File: config.mk
export PLATFORM = sky130hd
export DESIGN_NAME = cpri_rx_rd_sched
export DESIGN_NICKNAME = d
export VERILOG_FILES = /design/src/rtl/cpri_rx_rd_sched.sv
export SDC_FILE = /design/constraint.sdc
export NUM_CORES = 1
export LEC_CHECK = 0
export CAP_MARGIN = 20
export CORE_ASPECT_RATIO = 1.4
export CORE_UTILIZATION = 56
export DETAILED_ROUTE_END_ITERATION = 10
export PLACE_DENSITY_LB_ADDON = 0.15
export SYNTH_ARGS = -nofsm -noshare
export SYNTH_HDL_FRONTEND = slang
export SYNTH_SLANG_ARGS = --single-unit
File: constraint.sdc
create_clock -name i_clk -period 6.37 [get_ports i_clk]
set_input_delay 1.5925 -clock i_clk [delete_from_list [all_inputs] [get_ports i_clk]]
set_output_delay 1.5925 -clock i_clk [all_outputs]
set_load 0.1 [all_outputs]
File: src/rtl/cpri_rx_rd_sched.sv
// -----------------------------------------------------------------------------
// cpri_rx_rd_sched
//   Read-side scheduler for a bank of LANE_NUM CPRI receive symbol buffers.
//   Waits until every active lane holds a complete symbol, then reads one
//   symbol (SYM_LEN words) from all active lanes in lock-step, stalling on
//   downstream back-pressure. Between bursts it idles GAP_CYCLES cycles so
//   each buffer can swap pages. Tracks word / symbol-in-slot / total symbol
//   counts and flags lanes that fail to align within TIMEOUT cycles.
//
// Ports
//   i_clk           processing clock
//   i_reset         asynchronous active-high reset
//   i_enable        scheduler run enable
//   i_lane_mask     lanes taking part (latched on IDLE -> WAIT_VLD)
//   i_lane_rd_vld   per-lane "full symbol available"
//   i_ds_ready      downstream accepts a beat this cycle
//   i_err_clr       clears the sticky timeout error and releases ERR
//   o_rd_en         per-lane read enable (combinational, beat-aligned)
//   o_burst_start   first beat of a burst
//   o_burst_last    last beat of a burst
//   o_word_cnt      index of the current beat
//   o_sym_idx       symbol index within the slot
//   o_sym_cnt       total symbols completed (wrapping)
//   o_busy          scheduler not in IDLE
//   o_timeout_err   sticky lane-alignment error
//   o_err_lanes     active lanes that were not valid at timeout
// -----------------------------------------------------------------------------
module cpri_rx_rd_sched #(
    parameter int LANE_NUM      = 4,
    parameter int SYM_LEN       = 3168,
    parameter int CNT_WIDTH     = 12,
    parameter int GAP_CYCLES    = 8,
    parameter int SYMS_PER_SLOT = 14,
    parameter int TIMEOUT       = 4095,
    parameter int TO_WIDTH      = 12
) (
    input  logic                 i_clk,
    input  logic                 i_reset,
    input  logic                 i_enable,
    input  logic [LANE_NUM-1:0]  i_lane_mask,
    input  logic [LANE_NUM-1:0]  i_lane_rd_vld,
    input  logic                 i_ds_ready,
    input  logic                 i_err_clr,
    output logic [LANE_NUM-1:0]  o_rd_en,
    output logic                 o_burst_start,
    output logic                 o_burst_last,
    output logic [CNT_WIDTH-1:0] o_word_cnt,
    output logic [3:0]           o_sym_idx,
    output logic [15:0]          o_sym_cnt,
    output logic                 o_busy,
    output logic                 o_timeout_err,
    output logic [LANE_NUM-1:0]  o_err_lanes
);

    localparam logic [2:0] ST_IDLE = 3'd0;
    localparam logic [2:0] ST_WAIT = 3'd1;
    localparam logic [2:0] ST_READ = 3'd2;
    localparam logic [2:0] ST_GAP  = 3'd3;
    localparam logic [2:0] ST_ERR  = 3'd4;

    localparam int GAP_W = (GAP_CYCLES > 1) ? $clog2(GAP_CYCLES) : 1;

    localparam logic [CNT_WIDTH-1:0] LAST_WORD = CNT_WIDTH'(SYM_LEN - 1);
    localparam logic [TO_WIDTH-1:0]  TO_MAX    = TO_WIDTH'(TIMEOUT);
    localparam logic [GAP_W-1:0]     GAP_LAST  = GAP_W'(GAP_CYCLES - 1);
    localparam logic [3:0]           SYM_LAST  = 4'(SYMS_PER_SLOT - 1);

    logic [2:0]           state_r;
    logic [2:0]           state_nxt_s;
    logic [LANE_NUM-1:0]  amask_r;
    logic [CNT_WIDTH-1:0] word_cnt_r;
    logic [3:0]           sym_idx_r;
    logic [15:0]          sym_cnt_r;
    logic [TO_WIDTH-1:0]  to_cnt_r;
    logic [TO_WIDTH-1:0]  to_cnt_nxt_s;
    logic [GAP_W-1:0]     gap_cnt_r;
    logic                 err_r;
    logic [LANE_NUM-1:0]  err_lanes_r;

    logic [LANE_NUM-1:0]  vld_m_s;
    logic                 any_vld_s;
    logic                 all_vld_s;
    logic                 beat_s;
    logic                 last_beat_s;
    logic                 timeout_hit_s;

    assign vld_m_s     = i_lane_rd_vld & amask_r;
    assign any_vld_s   = |vld_m_s;
    assign all_vld_s   = (vld_m_s == amask_r);
    assign beat_s      = (state_r == ST_READ) & i_ds_ready;
    assign last_beat_s = beat_s & (word_cnt_r == LAST_WORD);

    // Timeout counter next value: counts only while lanes are partially valid,
    // restarts whenever no active lane is valid, saturates at TIMEOUT.
    always_comb begin
        to_cnt_nxt_s = to_cnt_r;
        if (!any_vld_s) begin
            to_cnt_nxt_s = '0;
        end else if (!all_vld_s && (to_cnt_r != TO_MAX)) begin
            to_cnt_nxt_s = to_cnt_r + TO_WIDTH'(1);
        end else begin
            to_cnt_nxt_s = to_cnt_r;
        end
    end

    // The error fires on the cycle the counter would reach TIMEOUT, so
    // WAIT_VLD lasts exactly TIMEOUT partially-valid cycles.
    assign timeout_hit_s = (to_cnt_nxt_s == TO_MAX);

    // Next-state logic.
    always_comb begin
        state_nxt_s = state_r;
        case (state_r)
            ST_IDLE: begin
                if (i_enable && (i_lane_mask != '0)) begin
                    state_nxt_s = ST_WAIT;
                end else begin
                    state_nxt_s = ST_IDLE;
                end
            end
            ST_WAIT: begin
                if (!i_enable) begin
                    state_nxt_s = ST_IDLE;
                end else if (timeout_hit_s) begin
                    state_nxt_s = ST_ERR;
                end else if (all_vld_s) begin
                    state_nxt_s = ST_READ;
                end else begin
                    state_nxt_s = ST_WAIT;
                end
            end
            ST_READ: begin
                // Enable is ignored here: a burst always runs to completion.
                if (last_beat_s) begin
                    state_nxt_s = ST_GAP;
                end else begin
                    state_nxt_s = ST_READ;
                end
            end
            ST_GAP: begin
                if (gap_cnt_r == GAP_LAST) begin
                    state_nxt_s = i_enable ? ST_WAIT : ST_IDLE;
                end else begin
                    state_nxt_s = ST_GAP;
                end
            end
            ST_ERR: begin
                if (i_err_clr) begin
                    state_nxt_s = ST_IDLE;
                end else begin
                    state_nxt_s = ST_ERR;
                end
            end
            default: begin
                state_nxt_s = ST_IDLE;
            end
        endcase
    end

    // State register and active-lane mask capture.
    always_ff @(posedge i_clk or posedge i_reset) begin
        if (i_reset) begin
            state_r <= ST_IDLE;
            amask_r <= '0;
        end else begin
            state_r <= state_nxt_s;
            if ((state_r == ST_IDLE) && (state_nxt_s == ST_WAIT)) begin
                amask_r <= i_lane_mask;
            end
        end
    end

    // Word counter: advances only on a beat so stalls leave no address gap.
    always_ff @(posedge i_clk or posedge i_reset) begin
        if (i_reset) begin
            word_cnt_r <= '0;
        end else if (last_beat_s) begin
            word_cnt_r <= '0;
        end else if (beat_s) begin
            word_cnt_r <= word_cnt_r + CNT_WIDTH'(1);
        end
    end

    // Symbol counters: only i_reset clears them; IDLE and ERR leave them alone.
    always_ff @(posedge i_clk or posedge i_reset) begin
        if (i_reset) begin
            sym_idx_r <= 4'd0;
            sym_cnt_r <= 16'd0;
        end else if (last_beat_s) begin
            sym_idx_r <= (sym_idx_r == SYM_LAST) ? 4'd0 : (sym_idx_r + 4'd1);
            sym_cnt_r <= sym_cnt_r + 16'd1;
        end
    end

    // Timeout and gap counters, both cleared whenever their state is left.
    always_ff @(posedge i_clk or posedge i_reset) begin
        if (i_reset) begin
            to_cnt_r  <= '0;
            gap_cnt_r <= '0;
        end else begin
            if ((state_r == ST_WAIT) && (state_nxt_s == ST_WAIT)) begin
                to_cnt_r <= to_cnt_nxt_s;
            end else begin
                to_cnt_r <= '0;
            end
            if ((state_r == ST_GAP) && (state_nxt_s == ST_GAP)) begin
                gap_cnt_r <= gap_cnt_r + GAP_W'(1);
            end else begin
                gap_cnt_r <= '0;
            end
        end
    end

    // Sticky error flag and lane snapshot; a new timeout beats a clear.
    always_ff @(posedge i_clk or posedge i_reset) begin
        if (i_reset) begin
            err_r       <= 1'b0;
            err_lanes_r <= '0;
        end else if ((state_r == ST_WAIT) && (state_nxt_s == ST_ERR)) begin
            err_r       <= 1'b1;
            err_lanes_r <= amask_r & ~i_lane_rd_vld;
        end else if (i_err_clr) begin
            err_r       <= 1'b0;
            err_lanes_r <= '0;
        end
    end

    assign o_rd_en       = {LANE_NUM{beat_s}} & amask_r;
    assign o_burst_start = beat_s & (word_cnt_r == '0);
    assign o_burst_last  = last_beat_s;
    assign o_word_cnt    = word_cnt_r;
    assign o_sym_idx     = sym_idx_r;
    assign o_sym_cnt     = sym_cnt_r;
    assign o_busy        = (state_r != ST_IDLE);
    assign o_timeout_err = err_r;
    assign o_err_lanes   = err_lanes_r;

endmodule

==> flow_summary_export.csv, run 1 <==
group,metric,value,unit
run_status,status,"finished, final reports clean",
finish,area_growth,26.6,%
finish,regArea,1480,um^2
sta,fin_tns_setup,0,ps
die,die_x,64.4,um
worst_hold_path,whs_path_depth,1,
placed_design,hpwlAfterDp,4420,um
setup_path,cp.required,4780,ps
sta,tightestPinTransition,984,ps
clocking,clkTransAtPathRegs,70,ps
drt,drt_iter0_markers,123,
global_routing,grt_usage,24.0,%
finish,fin_util,74.3,%
clocking,cts_tree,"done",
sta,fin_crit_sh,80.7,%
logic_synthesis,ys_types,54,
clocking,htree_num_levels,3,
drt,drc_errors,0,
logic_synthesis,ys_async_sr_fraction,100,%
sta,setup_violations,0,
sta,hold_viol_final,0,
run,maxCapViolCount,0,
sta,final_max_slew_viol_count,0,
setup_path,critPathArrivalTime,3550,ps
global_routing,grt_max_degree,60,
logic_synthesis,syn_nets,312,
die,pin_count,57,
setup_path,critPathLaunchType,"input port",
drt,wl,6420,um
logic_synthesis,synth-main-ff-cell,"dfrtp_1",
logic_synthesis,ys_seq_area_share,48.4,%
clocking,post_cts_resized,0,
drt,met2_wirelength,3230,um
pwr,p_per_area,313,nW/um^2
finish,fin_nets,373,
setup_path,crit_family,"simple AND/OR/NAND/NOR gates",
logic_synthesis,synthCells,293,
finish,antennaDiodeCount,0,
finish,final_common_cell,"dfrtp_1",
setup_path,endpoint_kind,"output pin",
placed_design,place_ws,1210,ps
sta,slew_headroom,34.2,%
finish,multi_input_area,1480,um^2
drt,vias,2371,
drt,avgRoutedWirePerCell,15.1,um
sta,hold_slack,442,ps
setup_path,cp_slowest_cell,"clkdlybuf4s50_1",
logic_synthesis,synth_seq_cells,59,
sta,grt_setup_unrepaired,"no",
setup_path,cp_max_fo,13,
logic_synthesis,yosys_warnings,0,
drt,top_layer_used,"met4",
clocking,postCtsHoldBufs,0,
drt,postRouteAntennaNets,0,
clocking,clock_sinks,59,
setup_path,cpPeakStageDelay,440,ps
finish,final_layout_size_suffix_gt1_share,12.0,%
global_routing,antenna_found_initial,0,
sta,skew,12.0,ps
drt,route.layer.met1.wl,2910,um
setup_path,r2r_cells,8,
placed_design,place.gp.congestion,0.815,
setup_path,worstSetupPathDepth,6,
global_routing,grt_first_pass_wirelength,10600,um
sta,worst_slack,1230,ps
finish,fillers,393,
clocking,post_cts_buffers,0,
die,die-area,5750,um^2
setup_path,critPathKind,"input port to output pin",
die,die_h,89.3,um
worst_hold_path,hp-class,"flip-flop to flip-flop",
clocking,cts_buffers,9,
logic_synthesis,synth-edff-count,0,
logic_synthesis,netlist_area,3050,um^2
die,start_util,58.7,%
pwr,finalPower,1210,uW
logic_synthesis,avgSynthCellArea,10.4,um^2
clocking,cts-root-buf,"clkbuf_8",
global_routing,gr-total-overflow,0,
pwr,p_leak,0.00173,uW
setup_path,crit_chain,"clkdlybuf4s50_1 > and4bb_2 > and4_1 > inv_1 > nor3_1 > buf_4",
clocking,clock_path_buffers,2,
die,core,5200,um^2
pwr,ir_drop,0.000381,V
sta,period_minus_slack,5140,ps
drt,via_per_inst,5.58,
drt,dr_wl_met3,194,um
sta,max_freq,0.195,GHz
setup_path,cp.buffers_inverters,3,
clocking,clk-insertion-delay-late,330,ps
finish,layout_common_cells,"59 x dfrtp_1, 50 x clkdlybuf4s50_1, 28 x nand2_1",
placed_design,io_buffer_count,56,
drt,dr.pass1.iters,5,
die,num_rows,31,
global_routing,grt_pass1_vias,2312,
## worst reg2reg max path, cell delays in order, from the launching register on
cell	delay, ps
dfrtp_1	450
ha_1	350
nand2_1	210
nor4_4	330
nor3_1	90
or3_4	390
or3_1	400
o21ai_1	740
nor3b_1	140
## cells in the mapped netlist (all sizes together), types with 2 or more instances
cell type / instances / area [um^2]
and4: 2 / 17.5
xnor2: 18 / 158
nor2b: 2 / 12.5
a21oi: 2 / 10.0
a21o: 3 / 22.5
or3b: 2 / 17.5
and2: 7 / 43.8
mux2i: 6 / 60.1
nand2b: 5 / 31.3
clkbuf: 4 / 15.0
xor2: 18 / 158
nand2: 29 / 116
inv: 7 / 26.3
nand3: 12 / 65.1
buf: 5 / 50.0
nor2: 24 / 90.1
or3: 3 / 23.8
o22ai: 2 / 12.5
nor4: 3 / 33.8
nor4b: 2 / 17.5
and3: 8 / 51.3
nand3b: 2 / 15.0
nor3b: 3 / 22.5
nand4b: 2 / 17.5
dfrtp: 59 / 1480
nor3: 15 / 91.3
nand4: 15 / 93.8
ha: 6 / 75.1
o21ai: 7 / 35.0
or4: 2 / 18.8
mux2: 5 / 56.3
## area by class of cell
type                       count  share of cell area, %
clock inverter                 6                   2.30
multi-input combinational    218                   38.4
sequential                    59                   38.2
timing repair buffer          59                   14.7
inverter                       7                  0.680
tap                           66                   2.14
clock buffer                  10                   3.56
## registers in the layout (all words and copies together), names as in the netlist, 3 cells and up
name	cells
state_r	3
o_word_cnt	12
o_sym_cnt	16
to_cnt_r	12
o_err_lanes	4
gap_cnt_r	3
amask_r	4
o_sym_idx	4
## final timing paths
kind,slack [ps],from,endpoint
setup reg to reg,3110,to_cnt_r[0]$_DFF_PP0_,to_cnt_r[9]$_DFF_PP0_
min in group asynchronous,1800,i_reset,to_cnt_r[6]$_DFF_PP0_
hold / removal,440,gap_cnt_r[0]$_DFF_PP0_,gap_cnt_r[0]$_DFF_PP0_
hold reg to reg,440,gap_cnt_r[0]$_DFF_PP0_,gap_cnt_r[0]$_DFF_PP0_
setup / recovery,1230,i_ds_ready,o_burst_last
max in group asynchronous,4080,i_reset,o_word_cnt[0]$_DFFE_PP0P_
## routing by layer
metal | track usage, % | vias up
met4 | 10.9 | 0
met3 | 4.46 | 12
li1 | - | 1157
met5 | 0 | -
met1 | 30.9 | 1144
met2 | 39.2 | 58
## cells by family (layout without fill, tap and decap cells)
| group | Yosys count | after routing | share of synthesized area (%) |
|---|---|---|---|
| flip-flops | 59 | 59 | 48.4 |
| XOR/XNOR | 36 | 36 | 10.3 |
| AO/OA/AOI/OAI | 25 | 25 | 5.70 |
| multiplexers | 11 | 11 | 3.81 |
| adder cells (fa/ha/maj) | 6 | 6 | 2.46 |
| buffers and inverters | 16 | 82 | 2.99 |
| AND/OR/NAND/NOR | 140 | 140 | 26.3 |
## per-stage QoR
stage                     instances  area, um^2
after floorplan                 293        3050
after global placement          409        3640
after detailed placement        409        3640
after CTS                       425        3860
after global routing            425        3860
final                           425        3860
## report_power, final
| part | switching, uW | internal, uW | total [uW] |
|---|---|---|---|
| Sequential | 49.5 | 416 | 465 |
| Clock | 156 | 231 | 387 |
| Combinational | 249 | 107 | 356 |
Power figures use the tool's default switching activity.
==> run 2, diff against run 1 <==
--- a/config.mk
+++ b/config.mk
@@ -7,7 +7,7 @@
 export LEC_CHECK = 0
 export CAP_MARGIN = 20
 export CORE_ASPECT_RATIO = 1.4
-export CORE_UTILIZATION = 56
+export CORE_UTILIZATION = 52
 export DETAILED_ROUTE_END_ITERATION = 10
 export PLACE_DENSITY_LB_ADDON = 0.15
 export SYNTH_ARGS = -nofsm -noshare
==> constraint.sdc (replaced) <==
create_clock -name i_clk -period 4.9 [get_ports i_clk]
set_input_delay 1.225 -clock i_clk [delete_from_list [all_inputs] [get_ports i_clk]]
set_output_delay 1.225 -clock i_clk [all_outputs]
set_load 0.1 [all_outputs]
==> run 2 against run 1 <==
Against the previous run:
- count of clock-buffer cells in the layout increased by 1
- power grew 33%
- non-clock buffer count rose by 2
- sequential share of layout area decreased by 0.61 points
- critical path depth unchanged
- clock skew is 3.7 ps lower
- first-iteration DRC count is 9.8% higher
- core utilization is 3.8 points lower
- critical path type unchanged
==> flow_summary_export.csv, run 2 (synthesis results as in run 1) <==
group,metric,value,unit
run_status,status,"finished, final reports clean",
sta,period_minus_slack,4180,ps
worst_hold_path,whs_endpoint,"gap_cnt_r[0]$_DFF_PP0_",
placed_design,dp.cells,412,
die,start_util,54.8,%
drt,dr.pass1.iters,4,
drt,vias,2460,
pwr,ir_drop,0.000422,V
drt,avgRoutedWirePerCell,14.6,um
setup_path,endpoint_kind,"output pin",
drt,drc_errors,0,
clocking,postCtsHoldBufs,0,
setup_path,cp_max_fo,13,
clocking,post_cts_buffers,0,
finish,antennaDiodeCount,0,
die,num_rows,32,
pwr,p_leak,0.00176,uW
worst_hold_path,hp-start,"gap_cnt_r[0]$_DFF_PP0_",
global_routing,grt_first_pass_wirelength,10600,um
setup_path,critPathKind,"input port to output pin",
pwr,finalPower,1610,uW
placed_design,place.gp.congestion,0.850,
finish,largest_reg_flops,16,
sta,tightestPinTransition,983,ps
clocking,cts_buffers,9,
global_routing,grt_pass1_vias,2347,
setup_path,critPathArrivalTime,2960,ps
pwr,p_per_area,410,nW/um^2
placed_design,place_ws,713,ps
sta,grt_setup_unrepaired,"no",
worst_hold_path,hp-class,"flip-flop to flip-flop",
sta,fin_crit_sh,85.4,%
sta,slew_headroom,34.2,%
setup_path,critPathLaunchType,"input port",
drt,drt_iter0_markers,135,
clocking,clock_sinks,59,
drt,wl,6260,um
sta,hold_viol_final,0,
sta,setup_violations,0,
clocking,htree_num_levels,3,
die,core,5570,um^2
clocking,cts_tree,"done",
finish,finalNonFillerCells,429,
global_routing,grt_usage,22.8,%
global_routing,gr-total-overflow,0,
setup_path,r2r_cells,9,
sta,fin_tns_setup,0,ps
clocking,post_cts_resized,0,
die,pin_count,57,
finish,fin_nets,375,
worst_hold_path,whs_path_depth,1,
setup_path,reg2reg_to,"to_cnt_r[6]$_DFF_PP0_",
sta,worst_slack,717,ps
setup_path,cp.required,3670,ps
setup_path,r2r_start,"to_cnt_r[0]$_DFF_PP0_",
placed_design,hpwlAfterDp,4430,um
clocking,clock_path_buffers,2,
run,maxCapViolCount,0,
sta,max_freq,0.239,GHz
clocking,clkTransAtPathRegs,60,ps
sta,final_max_slew_viol_count,0,
drt,via_per_inst,5.73,
clocking,cts-root-buf,"clkbuf_8",
placed_design,io_buffer_count,56,
finish,final_layout_size_suffix_gt1_share,12.5,%
finish,final_common_cell,"dfrtp_1",
die,die-area,6180,um^2
clocking,clk-insertion-delay-late,340,ps
finish,layout_common_cells,"59 x dfrtp_1, 50 x clkdlybuf4s50_1, 28 x nand2_1",
die,die_h,92.6,um
drt,postRouteAntennaNets,0,
sta,skew,8.36,ps
setup_path,r2r_slack,1820,ps
die,die_x,66.7,um
global_routing,grt_max_degree,51,
finish,area_growth,28.7,%
global_routing,antenna_found_initial,0,
-- run 2: changes by cell type in the layout (fill, tap and decap cells not counted) --
cell | previous run | this run
buf_12 | 0 | 2
clkinv_4 | 1 | 0
bufinv_16 | 2 | 3
nor3_2 | 1 | 2
clkinv_2 | 1 | 2
nor3_1 | 13 | 12
clkbuf_1 | 0 | 1
clkinvlp_4 | 2 | 0
-- run 2: through the flow --
stage | cell area [um^2] | hold slack (ps) | utilization [%]
floorplan | 3060 | 409 | -
global placement | 3660 | 423 | 65.8
detailed placement | 3660 | 431 | 65.8
CTS | 3910 | 439 | 70.2
global route | 3930 | 475 | 70.5
finish | 3930 | 436 | 70.5
-- run 2: worst max path at each step --
stage	startpoint	to	slack (ps)	cells past startpoint
2_1_floorplan	i_ds_ready	o_burst_last	630	4
3_3_place_gp	i_ds_ready	o_burst_last	750	6
3_5_place_dp	i_ds_ready	o_burst_last	710	6
4_1_cts	i_ds_ready	o_burst_last	710	6
5_1_grt	i_ds_ready	o_burst_last	570	6
6_report	i_ds_ready	o_burst_last	720	6
-- run 2: power breakdown --
group | leakage [uW] | total [uW] | internal, uW | switching [uW]
logic | 0.000838 | 466 | 142 | 324
registers | 0.000797 | 604 | 541 | 63.0
clock network | 0.000123 | 538 | 350 | 188
total | 0.00176 | 1610 | 1030 | 575
-- run 2: area by class of cell --
type | count | area (um^2)
inverters | 7 | 26.3
multi-input cells | 218 | 1490
fillers | 434 | 1640
well taps | 68 | 85.1
repair buffers | 61 | 608
clock inverters | 5 | 100
flip-flops and latches | 59 | 1480
clock buffers | 11 | 141
-- run 2: critical path: stages --
cell             delay, ps
clkdlybuf4s50_1        440
and4bb_2               370
and4_1                 260
inv_1                   60
nor3_2                 360
buf_12                 230
-- run 2: per-layer routing --
layer	share of wire [%]	wire length [um]	global-route usage, %	vias to the layer above
li1	-	-	-	1161
met1	44	2740	29.1	1207
met2	49	3090	35.6	78
met3	4.5	282	5.91	14
met4	2.2	140	10.3	0
met5	0	0	0	-
